### config.mk
export PLATFORM = sky130hd
export DESIGN_NAME = waypoint_error_gen
export DESIGN_NICKNAME = d
export VERILOG_FILES = /design/src/rtl/waypoint_error_gen.sv
export SDC_FILE = /design/constraint.sdc
export NUM_CORES = 1
export LEC_CHECK = 0
export CAP_MARGIN = 10
export CORE_MARGIN = 2
export CORE_UTILIZATION = 54
export DETAILED_ROUTE_END_ITERATION = 7
export PLACE_DENSITY_LB_ADDON = 0.3
export SYNTH_ARGS = -nofsm -noshare
export SYNTH_HDL_FRONTEND = slang
export SYNTH_SLANG_ARGS = --single-unit
### constraint.sdc
create_clock -name WAYPOINT_ERROR_CLOCK_50 -period 7 [get_ports WAYPOINT_ERROR_CLOCK_50]
set_clock_uncertainty 0.05 [all_clocks]
set_input_delay 1.4 -clock WAYPOINT_ERROR_CLOCK_50 [delete_from_list [all_inputs] [get_ports WAYPOINT_ERROR_CLOCK_50]]
set_output_delay 1.4 -clock WAYPOINT_ERROR_CLOCK_50 [all_outputs]
set_load 0.05 [all_outputs]
### src/rtl/waypoint_error_gen.sv
// Waypoint error generator: holds a table of target poses and emits registered
// sign-magnitude (target - pose) errors, advancing once each waypoint has settled.
module waypoint_error_gen #(
  parameter int                 N_WIDTH    = 17,
  parameter int                 N_WP       = 8,
  parameter int                 AW         = 3,
  parameter logic [N_WIDTH-1:0] TOL_XY     = 17'h0001A,
  parameter logic [N_WIDTH-1:0] TOL_Z      = 17'h00A00,
  parameter int                 SETTLE_UPD = 4
) (
  input  logic               WAYPOINT_ERROR_CLOCK_50,
  input  logic               WAYPOINT_ERROR_RESET_InHigh,
  input  logic               WAYPOINT_ERROR_START_In,
  input  logic               WAYPOINT_ERROR_WP_WE_In,
  input  logic [AW-1:0]      WAYPOINT_ERROR_WP_ADDR_InBus,
  input  logic [N_WIDTH-1:0] WAYPOINT_ERROR_WP_X_InBus,
  input  logic [N_WIDTH-1:0] WAYPOINT_ERROR_WP_Y_InBus,
  input  logic [N_WIDTH-1:0] WAYPOINT_ERROR_WP_Z_InBus,
  input  logic [AW:0]        WAYPOINT_ERROR_WP_COUNT_InBus,
  input  logic               WAYPOINT_ERROR_POSE_VALID_In,
  input  logic [N_WIDTH-1:0] WAYPOINT_ERROR_POSE_X_InBus,
  input  logic [N_WIDTH-1:0] WAYPOINT_ERROR_POSE_Y_InBus,
  input  logic [N_WIDTH-1:0] WAYPOINT_ERROR_POSE_Z_InBus,
  output logic [N_WIDTH-1:0] WAYPOINT_ERROR_X_OutBus,
  output logic [N_WIDTH-1:0] WAYPOINT_ERROR_Y_OutBus,
  output logic [N_WIDTH-1:0] WAYPOINT_ERROR_Z_OutBus,
  output logic               WAYPOINT_ERROR_VALID_Out,
  output logic [AW-1:0]      WAYPOINT_ERROR_INDEX_OutBus,
  output logic               WAYPOINT_ERROR_BUSY_Out,
  output logic               WAYPOINT_ERROR_DONE_Out
);

  localparam int          MW       = N_WIDTH - 1;
  localparam logic [AW:0] L_N_WP   = (AW+1)'(N_WP);
  localparam logic [3:0]  L_SETTLE = 4'(SETTLE_UPD);

  typedef enum logic [1:0] {IDLE, TRACK, SETTLE, DONE} state_t;

  state_t             r_state, w_state_nxt;
  logic [AW-1:0]      r_index, w_index_nxt;
  logic [3:0]         r_cnt, w_cnt_nxt;
  logic [AW:0]        r_count, w_count_nxt;
  logic [N_WIDTH-1:0] r_ex, r_ey, r_ez, w_ex_nxt, w_ey_nxt, w_ez_nxt;
  logic               r_valid, w_valid_nxt;

  logic [N_WIDTH-1:0] r_wp_x [N_WP];
  logic [N_WIDTH-1:0] r_wp_y [N_WP];
  logic [N_WIDTH-1:0] r_wp_z [N_WP];

  logic [N_WIDTH-1:0] w_ex, w_ey, w_ez;
  logic               w_in_tol, w_advance, w_is_last;
  logic [AW:0]        w_count_clamped;

  // a - b in sign-magnitude: negate b's sign, then add with saturation.
  function automatic logic [N_WIDTH-1:0] sm_sub(input logic [N_WIDTH-1:0] a,
                                                input logic [N_WIDTH-1:0] b);
    logic          sa, sb, sgn;
    logic [MW-1:0] ma, mb, mag;
    logic [MW:0]   sum;
    sa  = a[MW];
    sb  = ~b[MW];
    ma  = a[MW-1:0];
    mb  = b[MW-1:0];
    sum = '0;
    if (sa == sb) begin
      sum = {1'b0, ma} + {1'b0, mb};
      mag = sum[MW] ? '1 : sum[MW-1:0];
      sgn = sa;
    end else if (ma >= mb) begin
      mag = ma - mb;
      sgn = sa;
    end else begin
      mag = mb - ma;
      sgn = sb;
    end
    if (mag == '0) sgn = 1'b0;
    return {sgn, mag};
  endfunction

  assign w_ex = sm_sub(r_wp_x[r_index], WAYPOINT_ERROR_POSE_X_InBus);
  assign w_ey = sm_sub(r_wp_y[r_index], WAYPOINT_ERROR_POSE_Y_InBus);
  assign w_ez = sm_sub(r_wp_z[r_index], WAYPOINT_ERROR_POSE_Z_InBus);

  assign w_in_tol = (w_ex[MW-1:0] <= TOL_XY[MW-1:0]) &&
                    (w_ey[MW-1:0] <= TOL_XY[MW-1:0]) &&
                    (w_ez[MW-1:0] <= TOL_Z[MW-1:0]);

  assign w_count_clamped = (WAYPOINT_ERROR_WP_COUNT_InBus > L_N_WP) ? L_N_WP
                                                                    : WAYPOINT_ERROR_WP_COUNT_InBus;
  assign w_is_last = (({1'b0, r_index} + (AW+1)'(1)) == r_count);

  // NOTE: every output of this block gets a default first so no path can infer a latch.
  always_comb begin
    w_state_nxt = r_state;
    w_index_nxt = r_index;
    w_cnt_nxt   = r_cnt;
    w_count_nxt = r_count;
    w_ex_nxt    = r_ex;
    w_ey_nxt    = r_ey;
    w_ez_nxt    = r_ez;
    w_valid_nxt = 1'b0;
    w_advance   = 1'b0;

    case (r_state)
      IDLE, DONE: begin
        if (WAYPOINT_ERROR_START_In) begin
          w_count_nxt = w_count_clamped;
          if (w_count_clamped == '0) begin
            w_state_nxt = DONE;
            w_valid_nxt = 1'b1;
            w_ex_nxt    = '0;
            w_ey_nxt    = '0;
            w_ez_nxt    = '0;
          end else begin
            w_state_nxt = TRACK;
            w_index_nxt = '0;
            w_cnt_nxt   = '0;
          end
        end
      end
      TRACK, SETTLE: begin
        if (WAYPOINT_ERROR_POSE_VALID_In) begin
          w_ex_nxt    = w_ex;
          w_ey_nxt    = w_ey;
          w_ez_nxt    = w_ez;
          w_valid_nxt = 1'b1;
          if (!w_in_tol) begin
            w_state_nxt = TRACK;
            w_cnt_nxt   = '0;
          end else if (r_cnt + 4'd1 >= L_SETTLE) begin
            w_advance = 1'b1;
          end else begin
            w_state_nxt = SETTLE;
            w_cnt_nxt   = r_cnt + 4'd1;
          end
        end
      end
      default: w_state_nxt = IDLE;
    endcase

    // Errors registered on the advance edge still refer to the old waypoint.
    if (w_advance) begin
      w_cnt_nxt = '0;
      if (w_is_last) begin
        w_state_nxt = DONE;
        w_ex_nxt    = '0;
        w_ey_nxt    = '0;
        w_ez_nxt    = '0;
      end else begin
        w_state_nxt = TRACK;
        w_index_nxt = r_index + AW'(1);
      end
    end
  end

  // NOTE: sequential state uses non-blocking assignments so all registers update together.
  always_ff @(posedge WAYPOINT_ERROR_CLOCK_50) begin
    if (WAYPOINT_ERROR_RESET_InHigh) begin
      r_state <= IDLE;
      r_index <= '0;
      r_cnt   <= '0;
      r_count <= '0;
      r_ex    <= '0;
      r_ey    <= '0;
      r_ez    <= '0;
      r_valid <= 1'b0;
    end else begin
      r_state <= w_state_nxt;
      r_index <= w_index_nxt;
      r_cnt   <= w_cnt_nxt;
      r_count <= w_count_nxt;
      r_ex    <= w_ex_nxt;
      r_ey    <= w_ey_nxt;
      r_ez    <= w_ez_nxt;
      r_valid <= w_valid_nxt;
    end
  end

  // NOTE: the waypoint table is deliberately not reset; it survives a control reset.
  always_ff @(posedge WAYPOINT_ERROR_CLOCK_50) begin
    if (WAYPOINT_ERROR_WP_WE_In && (r_state == IDLE || r_state == DONE)) begin
      r_wp_x[WAYPOINT_ERROR_WP_ADDR_InBus] <= WAYPOINT_ERROR_WP_X_InBus;
      r_wp_y[WAYPOINT_ERROR_WP_ADDR_InBus] <= WAYPOINT_ERROR_WP_Y_InBus;
      r_wp_z[WAYPOINT_ERROR_WP_ADDR_InBus] <= WAYPOINT_ERROR_WP_Z_InBus;
    end
  end

  assign WAYPOINT_ERROR_X_OutBus     = r_ex;
  assign WAYPOINT_ERROR_Y_OutBus     = r_ey;
  assign WAYPOINT_ERROR_Z_OutBus     = r_ez;
  assign WAYPOINT_ERROR_VALID_Out    = r_valid;
  assign WAYPOINT_ERROR_INDEX_OutBus = r_index;
  assign WAYPOINT_ERROR_BUSY_Out     = (r_state == TRACK) || (r_state == SETTLE);
  assign WAYPOINT_ERROR_DONE_Out     = (r_state == DONE);

endmodule

==> impl_metrics.tcl, run 1 <==
set metrics [dict create \
    status "completed" \
    r2r_start "WAYPOINT_ERROR_INDEX_OutBus[0]" \
    synth-async-reset-ratio 0 \
    cts.sinks 473 \
    yosys.area.top_type "edfxtp_1" \
    grt-ovfl-total 0 \
    die_area_sq_um 50380 \
    core_sq_um 47850 \
    cts_tree "built" \
    critPathCaptureType "register" \
    fin_crit_sh 0.9222 \
    combPwrFrac 0.147 \
    critPathLaunchType "register" \
    synth_nets 2397 \
    grt_max_degree 66 \
    dp_hpwl_mm 50.04 \
    cts_inserted_buffers 46 \
    syn_inst 2130 \
    synth.area.mux_share 0.1199 \
    r2r_cells 17 \
    synth_top_cells_by_count "edfxtp_1, a21oi_1, inv_1" \
    arrival_ns 6.93 \
    syn_area_sq_um 26250 \
    p_sw_frac 0.2628 \
    postLayoutCoreUtil 0.6334 \
    grt_pass1_wl_mm 109.9 \
    finalSetupTns_ns 0 \
    drtIter0Drc 2019 \
    ys_ff_latch 473 \
    power.density_nw_per_um2 211.3 \
    switchingPower_w 0.001683 \
    min_path_cells 2 \
    avgRoutedWirePerCell_microns 24.42 \
    crit_fanout 15 \
    synth-xor-area-share 0.007675 \
    place_congestion 0.9444 \
    synth_top_area_frac 0.4668 \
    maxCapViolations 0 \
    ant_nets 0 \
    preCtsSetupSlack_ns 0.3536 \
    nNetsFinal 2569 \
    yosys-top-cells-area "edfxtp_1, mux4_2, ha_1, dfxtp_1, mux2i_1" \
    reg2reg_to "WAYPOINT_ERROR_INDEX_OutBus[0]" \
    cts_max_path_buffers 3 \
    peakVddDrop_uv 161.7 \
    design_area_sq_um 30310 \
    synth_edf_count 408 \
    synth_top_family_by_area "compound AO/OA/AOI/OAI gates" \
    placed_cell_area_sq_um 28860 \
    remaining_drc_errors 0 \
    leakagePower_nw 10.89 \
    yosysSeqAreaShare 0.5164 \
    firstDrtPassIters 6 \
    grt_antenna_before_repair 9 \
    syn_avg_cell_area_sq_um 12.32 \
    vias 18930 \
    setup_violations 0 \
    start_util 0.5485 \
    row_count 80 \
    synthMostInstantiatedCell "edfxtp_1" \
    fmax_mhz 154.9 \
    worst_slew_pin_slew_ns 1.135 \
    clk_latency_ns 0.59 \
    path_class "reg2reg" \
    io_pins 171 \
    synth_warnings 0 \
    worst_slack_ns 0.5446 \
    cts_root_buf "clkbuf_16" \
    ys.flop_type "edfxtp_1" \
    drive_above_1_share 0.1261 \
    slew_viol_final 0 \
    drt-total-wl_mm 72.20 \
    min_to "WAYPOINT_ERROR_Z_OutBus[12]" \
    rsz0062_at_grt "false" \
    finalHoldViolCount 0 \
    cp.required_ns 7.47 \
    pwr-share-clk 0.359 \
    portBuffers 170 \
    synth-simple-area-share 0.09439 \
    synth_fa_ha_area_frac 0.07551 \
    hold_path_class "reg2reg" \
    rrSetupSlack_ns 0.54 \
    cts_htree_levels 2 \
    grt_pass1_vias 18230 \
    max_slew_margin 0.2436 \
    seq_power_share 0.493 \
    period_minus_slack_ns 6.455 \
    hold_start "WAYPOINT_ERROR_Z_OutBus[12]" \
    die_w_microns 224.5 \
    path_clk_slew_ns 0.06 \
    gr-usage-all-layers 0.2865 \
    synth-compound-area-share 0.1451 \
    syn2layout_area_growth_pct 15.47 \
    drt-vias-per-instance 6.401 \
    die_h_microns 224.5 \
    synth.distinct_cells 99 \
    intPower_w 0.004721 \
]
==> placed cells by master, fill, tap and decap left out, drive strengths merged, types with 10 or more instances in the layout <==
cell	instances
a211oi	28
o21a	13
clkinv	25
and3	27
nor2b	25
nand2	97
xnor2	16
o211ai	24
mux2i	80
ha	144
nand3b	12
o21ai	68
edfxtp	408
clkdlybuf4s50	169
o221ai	15
mux4	96
a31oi	31
nor2	111
a21o	38
or3	15
a2111oi	13
nand4	20
dfxtp	65
nor4	10
nand3	44
a21oi	157
a221o	14
o31ai	12
clkbuf	56
o22ai	11
a32oi	11
nand2b	25
and2	13
a221oi	10
nor3	43
inv	149
mux2	16
o21bai	13
buf	71
==> registers in the layout (all words and copies together) (netlist names) <==
signal / flops
r_cnt: 4
r_count: 4
r_wp_y: 136
WAYPOINT_ERROR_VALID_Out: 1
WAYPOINT_ERROR_Z_OutBus: 17
r_wp_x: 136
r_state: 2
WAYPOINT_ERROR_INDEX_OutBus: 3
WAYPOINT_ERROR_Y_OutBus: 17
WAYPOINT_ERROR_X_OutBus: 17
r_wp_z: 136
==> layer usage <==
| layer | global-route usage | wire length (microns) | vias to the layer above | share of wire |
|---|---|---|---|---|
| met4 | 0.06024 | 1279 | 12 | 0.018 |
| met5 | 0 | 74 | - | 0.0010 |
| met2 | 0.4376 | 32330 | 910 | 0.45 |
| met3 | 0.06466 | 6794 | 94 | 0.094 |
| li1 | - | - | 8589 | - |
| met1 | 0.4229 | 31730 | 9323 | 0.44 |
==> power groups by stage <==
stage	Combinational [W]	Sequential, W	Clock (W)
after detailed placement	0.000921	0.00322	0
final	0.000944	0.00316	0.00230
after floorplan	0.000505	0.00329	0
after CTS	0.000926	0.00316	0.00233
after global placement	0.000912	0.00321	0
after global routing	0.00101	0.00316	0.00244
==> through the flow <==
step / cells / hold WS (ns) / total power [W]
6_report: 2957 / 0.4154 / 0.006404
5_1_grt: 2955 / 0.4503 / 0.006613
4_1_cts: 2953 / 0.4161 / 0.006412
3_5_place_dp: 2868 / 0.4080 / 0.004138
3_3_place_gp: 2868 / 0.3961 / 0.004124
2_1_floorplan: 2130 / 0.3907 / 0.003792
==> cell type report <==
class,instances,area [sq um]
fill,3577,17540
sequential,473,13560
multi-input combinational,1393,11690
timing repair buffer,240,2321
clock buffer,56,1210
tap,615,769.5
inverter,148,555.5
clock inverter,29,186.4
antenna,3,7.507
==> worst max-delay path by stage <==
stage,start,to,slack (ns),cells after the start
after detailed placement,WAYPOINT_ERROR_INDEX_OutBus[0],WAYPOINT_ERROR_INDEX_OutBus[0],0.35,18
after global routing,WAYPOINT_ERROR_INDEX_OutBus[0],WAYPOINT_ERROR_INDEX_OutBus[0],0.15,18
after global placement,WAYPOINT_ERROR_INDEX_OutBus[0],WAYPOINT_ERROR_INDEX_OutBus[0],0.41,18
after floorplan,WAYPOINT_ERROR_INDEX_OutBus[0],WAYPOINT_ERROR_INDEX_OutBus[0],0.22,24
final,WAYPOINT_ERROR_INDEX_OutBus[0],WAYPOINT_ERROR_INDEX_OutBus[0],0.54,17
after CTS,WAYPOINT_ERROR_INDEX_OutBus[0],WAYPOINT_ERROR_INDEX_OutBus[0],0.32,18
==> logic make-up (layout without fill, tap and decap cells) <==
logic type / Yosys count / count (layout)
AOI/OAI and AO/OA: 546 / 546
muxes: 192 / 192
adders and majority gates: 153 / 153
buffers and inverters: 264 / 473
DFF: 473 / 473
xor gates and xnor gates: 23 / 23
and+or+nand+nor: 479 / 479
other: 0 / 3
==> worst max-delay path, cell delays in order (launching register included) <==
cell	delay (ns)
dfxtp_4	0.60
buf_4	0.38
mux4_2	0.54
mux2i_1	0.40
inv_1	0.14
ha_1	0.48
inv_1	0.21
a21oi_1	0.25
o31ai_1	0.20
nor3_1	0.56
nand2_1	0.41
nor2_1	0.25
o311ai_1	0.15
a2111oi_2	0.39
nand4b_1	0.25
or4_1	0.68
mux2_4	0.35
nor2_2	0.07
==> what timing repair did <==
item	CTS	global route
buffers inserted	0	1
endpoints found under the setup margin	0	4
hold buffers	0	0
gates resized for setup	0	3
Power figures use the tool's default switching activity.
==> inputs of run 2 (changes only) <==
--- a/config.mk
+++ b/config.mk
@@ -9,6 +9,7 @@
 export CORE_MARGIN = 2
 export CORE_UTILIZATION = 54
 export DETAILED_ROUTE_END_ITERATION = 7
+export GPL_TIMING_DRIVEN = 0
 export PLACE_DENSITY_LB_ADDON = 0.3
 export SYNTH_ARGS = -nofsm -noshare
 export SYNTH_HDL_FRONTEND = slang
==> run 2 against run 1 <==
Net effect:
- clock power is 10% higher
- register-to-register slack worse by 0.34 ns
- setup slack worse by 0.34 ns
- die area stayed put
- first-iteration DRC count is 25% higher
- routed wire length is 8.2% higher
- sequential power hardly changed
- final cell count is 3.2% higher
- non-clock buffer count is 95 higher
- critical path depth is 5 higher
- clock-buffer cell count is 3 lower
- highest routed layer unchanged
==> impl_metrics.tcl, run 2 (synthesized netlist as in run 1, its figures left out) <==
set metrics [dict create \
    avgRoutedWirePerCell_microns 25.59 \
    grt_pass1_vias 18910 \
    seq_area_sq_um 13550 \
    die_area_sq_um 50380 \
    start_util 0.5485 \
    seq_power_share 0.472 \
    maxCapViolations 0 \
    power.density_nw_per_um2 214.0 \
    vias 19870 \
    drive_above_1_share 0.1544 \
    cts_htree_levels 2 \
    gr-usage-all-layers 0.3060 \
    multi_input_area_sq_um 11910 \
    top_regs "r_wp_x: 136 flops, r_wp_y: 136 flops, r_wp_z: 136 flops" \
    cts_max_path_buffers 3 \
    io_pins 171 \
    cp.required_ns 7.48 \
    fin_crit_sh 0.9714 \
    max_slew_margin 0.3337 \
    ant_nets 0 \
    hold_slack_ns 0.4194 \
    combPwrFrac 0.148 \
    design_area_sq_um 31260 \
    finalHoldViolCount 0 \
    path_class "reg2reg" \
    path_cells "buf_6 > buf_12 > clkdlybuf4s15_2 > mux4_2 > mux2i_1 > inv_1 > ha_1 > buf_2 > nand4_1 > or4_1 > o22a_1 > nand2_2 > mux2_2 > o41a_1 > nand2b_1 > a31oi_1 > nand4b_1 > buf_4 > or4_1 > buf_2 > mux2_4 > nor2_2" \
    die_w_microns 224.5 \
    hold_path_class "reg2reg" \
    core_sq_um 47850 \
    grt_max_degree 26 \
    slew_viol_final 0 \
    dp_cells 2954 \
    nNetsFinal 2665 \
    critPathCaptureType "register" \
    row_count 80 \
    portBuffers 169 \
    leakagePower_nw 11.32 \
    grt-ovfl-total 0 \
    critPathLaunchType "register" \
    drtIter0Drc 2514 \
    crit_fanout 19 \
    critPathBufInv 7 \
    power_w 0.006689 \
    placed_cell_area_sq_um 29300 \
    grt_antenna_before_repair 2 \
    cts_inserted_buffers 47 \
    switchingPower_w 0.001760 \
    clk_latency_ns 0.60 \
    arrival_ns 7.28 \
    worst_slew_pin_slew_ns 0.9994 \
    fillers 3534 \
    die_h_microns 224.5 \
    layout_commonest_cell "edfxtp_1" \
    peakVddDrop_uv 191.2 \
    intPower_w 0.004930 \
    pwr-share-clk 0.379 \
    drt-total-wl_mm 78.13 \
    fmax_mhz 147.1 \
    remaining_drc_errors 0 \
    period_minus_slack_ns 6.799 \
    cts_tree "built" \
    crit_path_top_delay_cell "mux4_2" \
    grt_pass1_wl_mm 116.2 \
    setup_violations 0 \
    p_sw_frac 0.2631 \
    layout.cells.most_common_list "edfxtp_1, clkdlybuf4s50_1, a21oi_1" \
    drt-vias-per-instance 6.509 \
    place_congestion 0.9448 \
    hold_buffers 0 \
    finalNonFillerCells 3053 \
    cts.sinks 473 \
    status "completed" \
    cts_root_buf "clkbuf_16" \
    dp_hpwl_mm 58.29 \
    slowest_delay_ns 0.57 \
    path_clk_slew_ns 0.07 \
    firstDrtPassIters 5 \
    critPathTopFamily "simple AND/OR/NAND/NOR gates" \
    syn2layout_area_growth_pct 19.09 \
]
[run 2: per-layer routing]
metal / part of all wire / track usage / vias up
li1: - / - / 8799
met1: 0.44 / 0.4603 / 9961
met2: 0.45 / 0.4698 / 995
met3: 0.089 / 0.04729 / 113
met4: 0.020 / 0.07413 / 4
met5: 0.00035 / 0 / -
[run 2: layout make-up]
class | count | share of cell area
buffer | 114 | 0.01845
inverter | 148 | 0.01777
tap | 615 | 0.02462
clock buffer | 53 | 0.03835
timing repair buffer | 221 | 0.07426
clock inverter | 34 | 0.01169
multi-input combinational | 1393 | 0.3811
sequential | 473 | 0.4336
antenna | 2 | 0.0001601
[run 2: worst paths after layout]
path / cells past startpoint / endpoint / slack (ns) / from
worst min-delay path: 2 / WAYPOINT_ERROR_Y_OutBus[7] / 0.42 / WAYPOINT_ERROR_Y_OutBus[7]
worst max-delay path: 22 / WAYPOINT_ERROR_INDEX_OutBus[0] / 0.20 / WAYPOINT_ERROR_INDEX_OutBus[0]
worst min register to register: 2 / WAYPOINT_ERROR_Y_OutBus[7] / 0.42 / WAYPOINT_ERROR_Y_OutBus[7]
worst max register to register: 22 / WAYPOINT_ERROR_INDEX_OutBus[0] / 0.20 / WAYPOINT_ERROR_INDEX_OutBus[0]
[run 2: through the flow]
stage / worst slack, ns / setup TNS (ns) / util
after floorplan: 0.2238 / 0 / -
after detailed placement: -2.285 / -75.67 / 0.6123
final: 0.2005 / 0 / 0.6533
after global placement: -2.751 / -697.97 / 0.6002
after global routing: -0.007439 / -0.007439 / 0.6532
after CTS: 0.01422 / 0 / 0.6481
[run 2: what timing repair did]
action                     4_1_cts  5_1_grt
setup buffers                    0       12
setup endpoints to repair       52       32
cloned                           0        0
pin swaps                        0        7
gates resized for setup         60       50
[run 2: power groups by stage]
| stage | clock [W] | combinational, W | sequential (W) |
|---|---|---|---|
| after floorplan | 0 | 0.000505 | 0.00329 |
| after global placement | 0 | 0.000911 | 0.00322 |
| after detailed placement | 0 | 0.000945 | 0.00322 |
| after CTS | 0.00256 | 0.000957 | 0.00316 |
| after global routing | 0.00266 | 0.00106 | 0.00316 |
| final | 0.00254 | 0.000991 | 0.00316 |
[run 2: worst register-to-register path, delay by kind of cell (launching register included)]
kind | cells | cell delay (ns)
multiplexers | 4 | 1.66
AND/OR/NAND/NOR | 7 | 1.86
flip-flops | 1 | 0.48
buffers and inverters | 7 | 1.57
AO/OA/AOI/OAI | 3 | 0.84
adder cells (fa/ha/maj) | 1 | 0.29
